$ cat config.mk
export PLATFORM = sky130hd
export DESIGN_NAME = spi_sci_gen_flat
export DESIGN_NICKNAME = d
export VERILOG_FILES = /design/src/rtl/spi_sci_pkg.sv /design/src/rtl/spi_sci_gen_if.sv /design/src/rtl/sci_txfifo.sv /design/src/rtl/spi_sci_gen.sv /design/src/flat_wrapper.sv
export SDC_FILE = /design/constraint.sdc
export NUM_CORES = 1
export LEC_CHECK = 0
export BUFFER_PORTS_ARGS = -buffer_cell sky130_fd_sc_hd__buf_2
export CORE_MARGIN = 2
export CORE_UTILIZATION = 60
export DETAILED_ROUTE_END_ITERATION = 6
export GPL_ROUTABILITY_DRIVEN = 0
export PLACE_DENSITY = 0.83
export SLEW_MARGIN = 20
export SYNTH_ARGS = -nofsm -noshare
export SYNTH_HDL_FRONTEND = slang
export SYNTH_SLANG_ARGS = --single-unit
$ cat constraint.sdc
create_clock -name sb_clk_i -period 4.6 [get_ports sb_clk_i]
set_clock_uncertainty 0.2 [all_clocks]
set_input_delay 0.92 -clock sb_clk_i [delete_from_list [all_inputs] [get_ports sb_clk_i]]
set_output_delay 0.92 -clock sb_clk_i [all_outputs]
set_load 0.01 [all_outputs]
$ cat src/rtl/spi_sci_pkg.sv
// spi_sci_pkg: register-window offsets and FIFOSR bit positions shared by
// the spi_sci_gen control interface and its testbench.
package spi_sci_pkg;

   // Offsets inside the 16-entry SB_ID-selected window
   localparam logic [3:0] ADDR_CR_BASE = 4'h0;
   localparam logic [3:0] ADDR_SR      = 4'h8;
   localparam logic [3:0] ADDR_TXDR    = 4'h9;
   localparam logic [3:0] ADDR_RXDR    = 4'hA;
   localparam logic [3:0] ADDR_FIFOSR  = 4'hB;
   localparam logic [3:0] ADDR_INTCR   = 4'hC;
   localparam logic [3:0] ADDR_INTSR   = 4'hD;
   localparam logic [3:0] ADDR_INTMODE = 4'hE;

   // FIFOSR layout: {ovf, empty, full, count[4:0]}
   localparam int unsigned FIFOSR_OVF_BIT   = 7;
   localparam int unsigned FIFOSR_EMPTY_BIT = 6;
   localparam int unsigned FIFOSR_FULL_BIT  = 5;
   localparam int unsigned FIFOSR_CNT_MSB   = 4;

   // Pack the FIFO status fields into the 8-bit FIFOSR image
   function automatic logic [7:0] fifosr_pack(input logic ovf, input logic empty,
                                              input logic full, input logic [4:0] cnt);
      logic [7:0] v;
      v                       = '0;
      v[FIFOSR_OVF_BIT]       = ovf;
      v[FIFOSR_EMPTY_BIT]     = empty;
      v[FIFOSR_FULL_BIT]      = full;
      v[FIFOSR_CNT_MSB:0]     = cnt;
      return v;
   endfunction

endpackage

$ cat src/rtl/spi_sci_gen_if.sv
// spi_sci_gen_if: system-bus strobe/ack handshake between a bus master and
// the spi_sci_gen register window.
interface spi_sci_gen_if #(
   parameter int unsigned SBAW = 8,
   parameter int unsigned SBDW = 8
);
   logic            sb_stb_i;
   logic            sb_we_i;
   logic [SBAW-1:0] sb_adr_i;
   logic [SBDW-1:0] sb_dat_i;
   logic [SBDW-1:0] sb_dat_o;
   logic            sb_ack_o;

   modport master (
      output sb_stb_i, sb_we_i, sb_adr_i, sb_dat_i,
      input  sb_dat_o, sb_ack_o
   );

   modport slave (
      input  sb_stb_i, sb_we_i, sb_adr_i, sb_dat_i,
      output sb_dat_o, sb_ack_o
   );
endinterface

$ cat src/rtl/sci_txfifo.sv
// sci_txfifo: first-word-fall-through transmit FIFO. The head is presented
// combinationally from storage; a push into a full FIFO is dropped and sets
// a sticky overflow flag unless a pop happens in the same cycle.
module sci_txfifo
   import spi_sci_pkg::*;
#(
   parameter int unsigned DW    = 8,
   parameter int unsigned DEPTH = 4
) (
   input  logic                     clk,
   input  logic                     rst,
   input  logic                     push,
   input  logic [DW-1:0]            wdata,
   input  logic                     ready,
   input  logic                     ovf_clr,
   output logic [DW-1:0]            rdata,
   output logic                     valid,
   output logic                     full,
   output logic                     empty,
   output logic [$clog2(DEPTH):0]   count,
   output logic                     ovf
);
   localparam int unsigned AW = $clog2(DEPTH);
   localparam int unsigned CW = AW + 1;

   logic [DW-1:0] mem_q [DEPTH];
   logic [DW-1:0] mem_d [DEPTH];
   logic [AW-1:0] wr_q, wr_d, rd_q, rd_d;
   logic [CW-1:0] cnt_q, cnt_d;
   logic          ovf_q, ovf_d;
   logic          pop, push_ok;

   assign empty   = (cnt_q == '0);
   assign full    = (cnt_q == CW'(DEPTH));
   assign valid   = ~empty;
   assign rdata   = mem_q[rd_q];
   assign count   = cnt_q;
   assign ovf     = ovf_q;
   assign pop     = valid & ready;
   // A full FIFO still accepts a push when the head leaves in the same cycle
   assign push_ok = push & (~full | pop);

   // Next-state for storage, pointers, occupancy and overflow flag
   always_comb begin
      mem_d = mem_q;
      wr_d  = wr_q;
      rd_d  = rd_q;
      cnt_d = cnt_q;
      ovf_d = ovf_q;
      if (push_ok) begin
         mem_d[wr_q] = wdata;
         wr_d        = wr_q + 1'b1;
      end
      if (pop) begin
         rd_d = rd_q + 1'b1;
      end
      case ({push_ok, pop})
         2'b10:   cnt_d = cnt_q + 1'b1;
         2'b01:   cnt_d = cnt_q - 1'b1;
         default: cnt_d = cnt_q;
      endcase
      if (ovf_clr) begin
         ovf_d = 1'b0;
      end
      if (push & ~push_ok) begin
         ovf_d = 1'b1;
      end
   end

   // Control state, synchronous reset empties the FIFO
   always_ff @(posedge clk) begin
      if (rst) begin
         wr_q  <= '0;
         rd_q  <= '0;
         cnt_q <= '0;
         ovf_q <= 1'b0;
      end else begin
         wr_q  <= wr_d;
         rd_q  <= rd_d;
         cnt_q <= cnt_d;
         ovf_q <= ovf_d;
      end
   end

   // Data storage needs no reset; occupancy gates its visibility
   always_ff @(posedge clk) begin
      mem_q <= mem_d;
   end

endmodule

$ cat src/rtl/spi_sci_gen.sv
// spi_sci_gen: system-bus control interface for SPI-class hard IP.
// SB_ID-selected 16-register window, control-register bank, FWFT TX FIFO
// and a per-source level/edge interrupt controller driving one host IRQ.
// Optional: define SCI_INTSR_RDCLR_EN to make INTSR reads clear the bits
// they return. Assumes SBDW >= 8 so that FIFOSR bit 7 is addressable.
module spi_sci_gen
   import spi_sci_pkg::*;
#(
   parameter int unsigned            SBAW      = 8,
   parameter int unsigned            SBDW      = 8,
   parameter int unsigned            NUM_CR    = 4,
   parameter int unsigned            NUM_IRQ   = 5,
   parameter int unsigned            TXF_DEPTH = 4,
   parameter logic [NUM_CR*SBDW-1:0] CR_RST    = '0
) (
   input  logic                     sb_clk_i,
   input  logic                     sb_rst_i,
   input  logic [SBAW-5:0]          SB_ID,
   spi_sci_gen_if.slave             sb,
   output logic [NUM_CR*SBDW-1:0]   cr_o,
   output logic [NUM_CR-1:0]        cr_wt_o,
   input  logic [SBDW-1:0]          sr_i,
   input  logic [SBDW-1:0]          rxdr_i,
   output logic                     rxdr_rd_o,
   output logic [SBDW-1:0]          txd_o,
   output logic                     txd_valid_o,
   input  logic                     txd_ready_i,
   input  logic [NUM_IRQ-1:0]       irq_src_i,
   output logic                     irq_o
);
   localparam int unsigned CW = $clog2(TXF_DEPTH) + 1;

   logic [3:0]                    off;
   logic                          hit, start, wr_start, rd_start;
   logic                          act_q, act_d;
   logic                          ack_q, ack_d;
   logic [SBDW-1:0]               dat_q, dat_d, rdata;
   logic [NUM_CR-1:0][SBDW-1:0]   cr_q, cr_d;
   logic [SBDW-1:0]               txdr_q, txdr_d;
   logic [NUM_IRQ-1:0]            intcr_q, intcr_d;
   logic [NUM_IRQ-1:0]            intmode_q, intmode_d;
   logic [NUM_IRQ-1:0]            pend_q, pend_d;
   logic [NUM_IRQ-1:0]            src_dly_q, src_dly_d;
   logic [NUM_IRQ-1:0]            set_w, clr_w;
   logic                          irq_q, irq_d;
   logic                          push, ovf_clr;
   logic                          f_full, f_empty, f_ovf;
   logic [CW-1:0]                 f_count;

   assign off      = sb.sb_adr_i[3:0];
   assign hit      = (sb.sb_adr_i[SBAW-1:4] == SB_ID) & sb.sb_stb_i;
   assign act_d    = hit;
   assign start    = hit & ~act_q & ~sb_rst_i;
   assign wr_start = start & sb.sb_we_i;
   assign rd_start = start & ~sb.sb_we_i;

   assign sb.sb_ack_o = ack_q;
   assign sb.sb_dat_o = dat_q;
   assign cr_o        = cr_q;
   assign irq_o       = irq_q;

   // Start-cycle side-effect strobes toward registers, FIFO and port
   always_comb begin
      cr_wt_o = '0;
      for (int unsigned i = 0; i < NUM_CR; i++) begin
         cr_wt_o[i] = wr_start && (off == 4'(ADDR_CR_BASE + i));
      end
      rxdr_rd_o = rd_start && (off == ADDR_RXDR);
      push      = wr_start && (off == ADDR_TXDR);
      ovf_clr   = wr_start && (off == ADDR_FIFOSR) && sb.sb_dat_i[FIFOSR_OVF_BIT];
   end

   // Read mux over the window; unmapped and out-of-range CR entries read 0
   always_comb begin
      rdata = '0;
      case (off)
         ADDR_SR:      rdata = sr_i;
         ADDR_TXDR:    rdata = txdr_q;
         ADDR_RXDR:    rdata = rxdr_i;
         ADDR_FIFOSR:  rdata = SBDW'(fifosr_pack(f_ovf, f_empty, f_full, 5'(f_count)));
         ADDR_INTCR:   rdata = SBDW'(intcr_q);
         ADDR_INTSR:   rdata = SBDW'(pend_q);
         ADDR_INTMODE: rdata = SBDW'(intmode_q);
         default: begin
            for (int unsigned i = 0; i < NUM_CR; i++) begin
               if (off == 4'(ADDR_CR_BASE + i)) begin
                  rdata = cr_q[i];
               end
            end
         end
      endcase
   end

   // Interrupt clear mask: W1C, plus read-to-clear when enabled
   always_comb begin
      clr_w = '0;
      if (wr_start && (off == ADDR_INTSR)) begin
         clr_w = sb.sb_dat_i[NUM_IRQ-1:0];
      end
`ifdef SCI_INTSR_RDCLR_EN
      if (rd_start && (off == ADDR_INTSR)) begin
         clr_w = pend_q;
      end
`endif
   end

   // Per-source capture: edge or level set, set beats a same-cycle clear
   for (genvar k = 0; k < NUM_IRQ; k++) begin : g_irq
      assign set_w[k]  = intmode_q[k] ? (irq_src_i[k] & ~src_dly_q[k]) : irq_src_i[k];
      assign pend_d[k] = set_w[k] | (pend_q[k] & ~clr_w[k]);
   end

   // Next-state for register bank, handshake and IRQ output
   always_comb begin
      cr_d = cr_q;
      for (int unsigned i = 0; i < NUM_CR; i++) begin
         if (cr_wt_o[i]) begin
            cr_d[i] = sb.sb_dat_i;
         end
      end
      txdr_d    = push ? sb.sb_dat_i : txdr_q;
      intcr_d   = (wr_start && (off == ADDR_INTCR))   ? sb.sb_dat_i[NUM_IRQ-1:0] : intcr_q;
      intmode_d = (wr_start && (off == ADDR_INTMODE)) ? sb.sb_dat_i[NUM_IRQ-1:0] : intmode_q;
      src_dly_d = irq_src_i;
      irq_d     = |(pend_q & intcr_q);
      ack_d     = start;
      dat_d     = start ? rdata : '0;
   end

   // Registered state with synchronous reset
   always_ff @(posedge sb_clk_i) begin
      if (sb_rst_i) begin
         cr_q      <= CR_RST;
         txdr_q    <= '0;
         intcr_q   <= '0;
         intmode_q <= '0;
         pend_q    <= '0;
         src_dly_q <= '0;
         irq_q     <= 1'b0;
         ack_q     <= 1'b0;
         dat_q     <= '0;
      end else begin
         cr_q      <= cr_d;
         txdr_q    <= txdr_d;
         intcr_q   <= intcr_d;
         intmode_q <= intmode_d;
         pend_q    <= pend_d;
         src_dly_q <= src_dly_d;
         irq_q     <= irq_d;
         ack_q     <= ack_d;
         dat_q     <= dat_d;
      end
   end

   // Strobe history keeps tracking through reset so a strobe held across
   // reset is treated as the aborted access, not a fresh start
   always_ff @(posedge sb_clk_i) begin
      act_q <= act_d;
   end

   sci_txfifo #(
      .DW    (SBDW),
      .DEPTH (TXF_DEPTH)
   ) u_txfifo (
      .clk     (sb_clk_i),
      .rst     (sb_rst_i),
      .push    (push),
      .wdata   (sb.sb_dat_i),
      .ready   (txd_ready_i),
      .ovf_clr (ovf_clr),
      .rdata   (txd_o),
      .valid   (txd_valid_o),
      .full    (f_full),
      .empty   (f_empty),
      .count   (f_count),
      .ovf     (f_ovf)
   );

endmodule

$ cat src/flat_wrapper.sv
// flat-port wrapper written by rule: the top's interface ports become plain ports
module spi_sci_gen_flat import spi_sci_pkg::*;
#(
   parameter int unsigned            SBAW      = 8,
   parameter int unsigned            SBDW      = 8,
   parameter int unsigned            NUM_CR    = 4,
   parameter int unsigned            NUM_IRQ   = 5,
   parameter int unsigned            TXF_DEPTH = 4,
   parameter logic [NUM_CR*SBDW-1:0] CR_RST    = '0
)
  (sb_clk_i, sb_rst_i, SB_ID, cr_o, cr_wt_o, sr_i, rxdr_i, rxdr_rd_o, txd_o, txd_valid_o, txd_ready_i, irq_src_i, irq_o, sb_sb_stb_i, sb_sb_we_i, sb_sb_adr_i, sb_sb_dat_i, sb_sb_dat_o, sb_sb_ack_o);
  spi_sci_gen_if #(.SBAW(SBAW), .SBDW(SBDW)) sb_i ();
  input  logic sb_clk_i;
  input  logic sb_rst_i;
  input  logic [SBAW-5:0] SB_ID;
  output logic [NUM_CR*SBDW-1:0] cr_o;
  output logic [NUM_CR-1:0] cr_wt_o;
  input  logic [SBDW-1:0] sr_i;
  input  logic [SBDW-1:0] rxdr_i;
  output logic rxdr_rd_o;
  output logic [SBDW-1:0] txd_o;
  output logic txd_valid_o;
  input  logic txd_ready_i;
  input  logic [NUM_IRQ-1:0] irq_src_i;
  output logic irq_o;
  input wire logic [$bits(sb_i.sb_stb_i)-1:0] sb_sb_stb_i;
  input wire logic [$bits(sb_i.sb_we_i)-1:0] sb_sb_we_i;
  input wire logic [$bits(sb_i.sb_adr_i)-1:0] sb_sb_adr_i;
  input wire logic [$bits(sb_i.sb_dat_i)-1:0] sb_sb_dat_i;
  output wire logic [$bits(sb_i.sb_dat_o)-1:0] sb_sb_dat_o;
  output wire logic [$bits(sb_i.sb_ack_o)-1:0] sb_sb_ack_o;
  assign sb_i.sb_stb_i = sb_sb_stb_i;
  assign sb_i.sb_we_i = sb_sb_we_i;
  assign sb_i.sb_adr_i = sb_sb_adr_i;
  assign sb_i.sb_dat_i = sb_sb_dat_i;
  assign sb_sb_dat_o = sb_i.sb_dat_o;
  assign sb_sb_ack_o = sb_i.sb_ack_o;
  spi_sci_gen #(.SBAW(SBAW), .SBDW(SBDW), .NUM_CR(NUM_CR), .NUM_IRQ(NUM_IRQ), .TXF_DEPTH(TXF_DEPTH), .CR_RST(CR_RST)) u_core (.sb_clk_i(sb_clk_i), .sb_rst_i(sb_rst_i), .SB_ID(SB_ID), .sb(sb_i), .cr_o(cr_o), .cr_wt_o(cr_wt_o), .sr_i(sr_i), .rxdr_i(rxdr_i), .rxdr_rd_o(rxdr_rd_o), .txd_o(txd_o), .txd_valid_o(txd_valid_o), .txd_ready_i(txd_ready_i), .irq_src_i(irq_src_i), .irq_o(irq_o));
endmodule
# Word level (Yosys, flattened, before mapping)
# Index checks and enable logic that the tools add are counted.
[word_totals]
ff_bits = 111
in_bits = 46
wordCells = 124
[op_classes]
n_addsub = 4
magnitude_cmp = 3
n_eq_ne = 14
mux = 20
bitwise = 44
reduce_logical = 18
[ops]
columns = ["cell", "count"]
rows = [
  ["$mux W8", 7],
  ["$pmux W8 S7", 1],
  ["$bwmux W32", 1],
  ["$eq A4 B4 Y1 const B", 7],
  ["$and A1 B1 Y1", 18],
  ["$not A1 Y1", 17],
  ["$bmux W8 S2", 1],
  ["$demux W8 S2", 1],
  ["$logic_and A1 B1 Y1", 12],
  ["$eq A4 B2 Y1 const B", 2],
  ["$mux W1", 7],
  ["$ge A3 B3 Y1 const B", 2],
  ["$not A2 Y3", 2],
  ["$or A1 B1 Y1", 6],
  ["$pmux W3 S2", 1],
  ["$and A5 B5 Y5", 1],
  ["$mux W5", 1],
  ["$reduce_or A5 Y1", 1],
  ["$add A2 B1 Y2 const B", 2],
  ["$eq A4 B1 Y1 const B", 1],
  ["$eq A4 B4 Y1", 1],
  ["$logic_not A4 Y1", 1],
  ["$reduce_bool A2 Y1", 2],
  ["$add A3 B1 Y3 const B", 1],
  ["other kinds (7)", 7],
]

# Longest topological paths before layout
[logic_depth]
ltp_word = 10
ltp_mapped = 11

# Modules after synthesis
# A second synthesis with hierarchy kept.
[unflattened]
hier_cells = 482
hier_area_um2 = 5285.1
[by_module_without_submodules]
columns = ["module", "n_inst", "cells_each", "area_each_um2", "seq_area_each_um2"]
rows = [
  ["spi_sci_gen", 1, 384, 3646.0, 1421.4],
  ["sci_txfifo", 1, 98, 1639.1, 1121.1],
]

# Worst setup path before layout
# No wires, ideal clock.
[synth_path]
path_kind = "in2reg"
startpoint = "input port txd_ready_i"
endpoint = "register u_core.u_txfifo.cnt_q[2], in the netlist u_core.u_txfifo.count[2]"
setup_ns = 0.070
t_arrival_ns = 3.058
required_time_ns = 4.330
path_slack_ns = 1.272
path_stages = 10
path_cell_list = "or4b_2 > nand4b_1 > nor3_1 > inv_1 > ha_1 > inv_1 > fa_1 > xor2_1 > or3_1 > a21oi_1"
[synth_between]
elab_chain_cells = 5
word_cells_on_any_way = 7
cone_classes = "2 x eq/ne; 1 x mux; 3 x bitwise; 1 x reduce/logical"
[synth_rtl]
columns = ["item", "line", "rtl"]
rows = [
  ["from (decl)", "flat_wrapper.sv:23", "input logic txd_ready_i;"],
  ["$and A1 B1 Y1 (*)", "sci_txfifo.sv:39", "assign pop = valid & ready;"],
  ["$or A1 B1 Y1", "sci_txfifo.sv:41", "assign push_ok = push & (~full | pop);"],
  ["$and A1 B1 Y1", "sci_txfifo.sv:41", ""],
  ["$eq A2 B1 Y1 or $eq A2 B2 Y1 (tied branches)", "sci_txfifo.sv:57", "case ({push_ok, pop})"],
  ["$pmux W3 S2 or $reduce_bool A2 Y1 (tied branches)", "n/a", ""],
  ["to (signal assigned)", "sci_txfifo.sv:80", "cnt_q <= cnt_d;"],
  ["to (decl)", "sci_txfifo.sv:29", "logic [CW-1:0] cnt_q, cnt_d;"],
]
# Every way passes the cells marked *; elsewhere a longest branch is shown, timed or not.
# A chain may end at the register's enable or synchronous reset.

# Final worst setup path
[layout_path]
startpoint = "input port sb_sb_adr_i[0]"
endpoint = "output port cr_wt_o[3]"
[layout_between]
elab_chain_cells = 2
[layout_rtl]
columns = ["item", "line", "rtl"]
rows = [
  ["from (decl)", "flat_wrapper.sv:28", "input wire logic [$bits(sb_i.sb_adr_i)-1:0] sb_sb_adr_i;"],
  ["$eq A4 B2 Y1", "spi_sci_gen.sv:66", "cr_wt_o[i] = wr_start && (off == 4'(ADDR_CR_BASE + i));"],
  ["$logic_and A1 B1 Y1", "spi_sci_gen.sv:66", ""],
  ["to (decl)", "flat_wrapper.sv:17", "output logic [NUM_CR-1:0] cr_wt_o;"],
]
# Every way passes these cells.

==> impl_summary.md <==
Floorplanning
For this configuration, the core starts out at a cell density of 0.622. The floorplan step defined a die boundary enclosing 9860 µm². For this design the top-level I/O count stands at 102. Measured along the x axis, the die boundary spans 99.3 µm.

The die outline height is 99.3 µm. Row generation in the floorplan step produced 34 rows. The total area inside the core boundary comes to 8760 µm².

Setup path
By instance count, the cell type seen most on the critical path is sky130_fd_sc_hd__buf_2. Counting both buffers and inverters, the worst setup path holds a total of 3. The slowest cell on the critical path is sky130_fd_sc_hd__nor4_4.

The data required time at the worst endpoint is 3.48 ns. The worst setup path is launched from a primary input. Of all nets on the critical path, the largest fanout is 12. The critical path class is in2out.

Traced cell by cell, the critical path runs through buf_2 > clkinv_1 > nor4_4 > nand2_1 > nor2_1 > buf_2. The worst endpoint data arrival time is 2.57 ns. The largest incremental delay on the critical path is 0.61 ns. The top cell family by delay on the critical path is simple AND/OR/NAND/NOR gates. STA classifies the critical path endpoint as an output port.

Clocking
TritonCTS built the clock tree. Counting the buffers created by CTS gives 9. The count of hold-fix buffers inserted at cts is 0. CTS placed an instance of sky130_fd_sc_hd__clkbuf_8 at the clock tree root. The deepest level of the CTS H-tree is 3.

The post-cts repair resize count is 0. The buffers inserted during post-CTS setup optimization is 0. The clock passes through at most 2 buffers. Clock-pin slew was measured on the worst setup and hold paths at 0.11 ns. The number of clock sinks seen by CTS is 111.

The clock insertion delay at the later pin of the skew report is 0.38 ns.

STA
The final number of hold-violating endpoints is 0. Setup repair after global routing left no endpoint under its margin. The total count of max-transition violations in the final report came to 0. Dividing the final minimum period by the clock period gives 0.802. The upper clock frequency limit is 0.271 GHz. For the pin with the worst max-slew slack, the measured transition is 0.659 ns. The final critical-path required period is 3.69 ns. Hold is met by 0.285 ns. Setup total negative slack on the finished layout was measured at 0 ns. The headroom to the max-slew limit is 0.560. Setup violations remaining at the end of the flow were counted as 0.

Global routing
The first global-routing pass estimated 23.3 mm of wire. Summed over all layers, the global routing overflow is 0. The via count of the first global-routing pass is 4504. Entering global routing, the biggest net connects 56 pins. The initial antenna violation count is 0. In the global route stage, overall resource usage came out at 0.299.

Routing
The routed layout has 4864 vias. The remaining antenna violation count after routing is 0. The initial detailed-routing violation count is 602. Before antenna repair, the detailed router went through 6 iterations. Dividing the detail-routed wire length by the instance count gives 19.9 µm. After detailed routing, the number of remaining DRC violations is 0. The mean number of vias per cell is 6.57. Wires add up to 14.7 mm.

Synth
A synthesized cell averages 9.73 µm². During synthesis, Yosys emitted a total of 0 warnings. The number of register bits inferred by synthesis is 111. Synthesis handed over a netlist of 560 instances. The cell with the most instances after synthesis is sky130_fd_sc_hd__dfxtp_1.

The netlist uses 69 different library cells. In the post-synthesis netlist, the biggest area contributors are sky130_fd_sc_hd__dfxtp_1, sky130_fd_sc_hd__edfxtp_1, sky130_fd_sc_hd__a21oi_1. Of all flip-flops after synthesis, the portion carrying an async set or reset was 0. The cell area after technology mapping is 5450 µm².

For this run, the register share of the synthesized area comes to 0.467. The number of synthesized flops with an enable pin is 32. Synthesis produced a netlist with a net count of 612. In the synthesized netlist the dominant register cell turns out to be sky130_fd_sc_hd__dfxtp_1.

Ranked by instance count, the synthesized netlist is headed by sky130_fd_sc_hd__dfxtp_1, sky130_fd_sc_hd__a21oi_1, sky130_fd_sc_hd__nand3_1, sky130_fd_sc_hd__o21ai_0, sky130_fd_sc_hd__nor2_1. Of the post-synthesis cell area, the dominant cell type holds 0.290. Summed over all instances, the cell type with the most area after synthesis is sky130_fd_sc_hd__dfxtp_1.

Cells and area
The final layout net count is 679. In the final layout, the share of cells above drive strength 1 is 0.244. The cell area after layout is 6080 µm². Fill cells in the final layout number 692. The number of diodes is 0. From synthesis to final layout, the design area changed by 11.7%.

Run
Max-cap violations in this run came to 0.

Place
Detailed placement finished with a half-perimeter wire length of 10.4 mm. In this run the cell area measured after placement is 5900 µm². In this run the tool buffered the top-level ports with 101 buffer cells.

Power and ir drop
IR analysis of the VDD net gives a maximum drop of 0.145 mV. The total power consumption of the routed design is 1750 µW. The ratio of total power to cell area is 288 nW/µm². Summed over all cells, the static leakage comes to 0.00219 µW.

Run status
The flow ran to the end, and the final reports show no timing, DRC or antenna violations.

Min path
The tightest min-delay check is of the reg2reg type.
-- state kept, by name (all words and copies together), names as in the netlist --
register,cells
u_core.sb.sb_dat_o,8
u_core.sb.sb_ack_o,1
u_core.txdr_q,8
u_core.u_txfifo.count,3
u_core.irq_o,1
u_core.u_txfifo.mem_q,32
u_core.src_dly_q,5
u_core.intmode_q,5
u_core.u_txfifo.ovf,1
u_core.act_q,1
u_core.cr_o,32
u_core.intcr_q,5
u_core.pend_q,5
u_core.u_txfifo.rd_q,2
u_core.u_txfifo.wr_q,2
-- through the flow --
stage	setup WS, ns	util	instances
floorplan	1.27	-	560
global placement	0.962	0.673	724
detailed placement	0.815	0.673	724
CTS	0.931	0.694	740
global route	0.813	0.694	740
finish	0.912	0.694	740
-- kinds of logic after synthesis --
logic type | count (synthesis) | synth area share
AO/OA/AOI/OAI | 172 | 0.189
AND/OR/NAND/NOR | 172 | 0.187
flip-flops | 111 | 0.467
buffers and inverters | 63 | 0.0510
multiplexers | 27 | 0.0758
XOR/XNOR | 9 | 0.0159
adder cells (fa/ha/maj) | 6 | 0.0152
-- where the power goes --
part	switching, µW	total (µW)	leakage (µW)	internal, µW
Sequential	4.32	1010	0.000927	1010
Combinational	127	183	0.00118	55.6
Clock	344	552	0.0000869	208
-- worst register-to-register path, stage by stage (launching register included) --
cell,delay [ns]
sky130_fd_sc_hd__dfxtp_1,0.48
sky130_fd_sc_hd__or4b_2,0.69
sky130_fd_sc_hd__nand4b_1,0.21
sky130_fd_sc_hd__nor3_1,0.11
sky130_fd_sc_hd__inv_1,0.09
sky130_fd_sc_hd__ha_1,0.18
sky130_fd_sc_hd__inv_1,0.08
sky130_fd_sc_hd__fa_1,0.43
sky130_fd_sc_hd__xor2_1,0.16
sky130_fd_sc_hd__or3_1,0.30
sky130_fd_sc_hd__a21oi_1,0.18
-- final timing paths --
path,endpoint,slack (ns),startpoint,cells past startpoint
setup reg to reg,u_core.u_txfifo.count[2]$_SDFFE_PP0P_,1.41,u_core.u_txfifo.count[2]$_SDFFE_PP0P_,10
setup / recovery,cr_wt_o[3],0.91,sb_sb_adr_i[0],6
hold reg to reg,u_core.txdr_q[7]$_SDFFE_PP0P_,0.29,u_core.txdr_q[7]$_SDFFE_PP0P_,2
hold / removal,u_core.txdr_q[7]$_SDFFE_PP0P_,0.29,u_core.txdr_q[7]$_SDFFE_PP0P_,2
-- area by class of cell --
class	instances	area (µm²)	share of cell area
Clock buffer	10	128	0.0210
Clock inverter	6	55.1	0.00905
Inverter	12	45.0	0.00741
Multi-Input combinational cell	386	2630	0.432
Sequential cell	111	2540	0.418
Tap cell	108	135	0.0222
Timing Repair Buffer	107	551	0.0905
-- metal layers --
metal,track usage,up-vias,wire length (µm)
li1,-,2236,-
met5,0,-,0
met2,0.458,296,6870
met3,0.0506,53,1470
met1,0.416,2279,5790
met4,0.142,0,618
-- layout by cell type, fill, tap and decap left out, drive strengths merged, types with 3 or more instances in the layout --
cell type / count
and3: 3
mux2i: 12
o41ai: 10
a21oi: 72
or3: 3
a311oi: 10
mux4: 11
and3b: 3
clkbuf: 10
nand2: 20
o31ai: 3
buf: 107
nand4: 17
nor4: 6
edfxtp: 32
o21bai: 6
dfxtp: 79
ha: 5
nand3: 45
nor2: 34
xnor2: 5
mux2: 4
nor3b: 4
nor2b: 10
and4: 3
nor3: 6
o21ai: 53
and2: 5
o221ai: 3
inv: 14
xor2: 4
No activity file was read; power rests on OpenSTA's default activity.
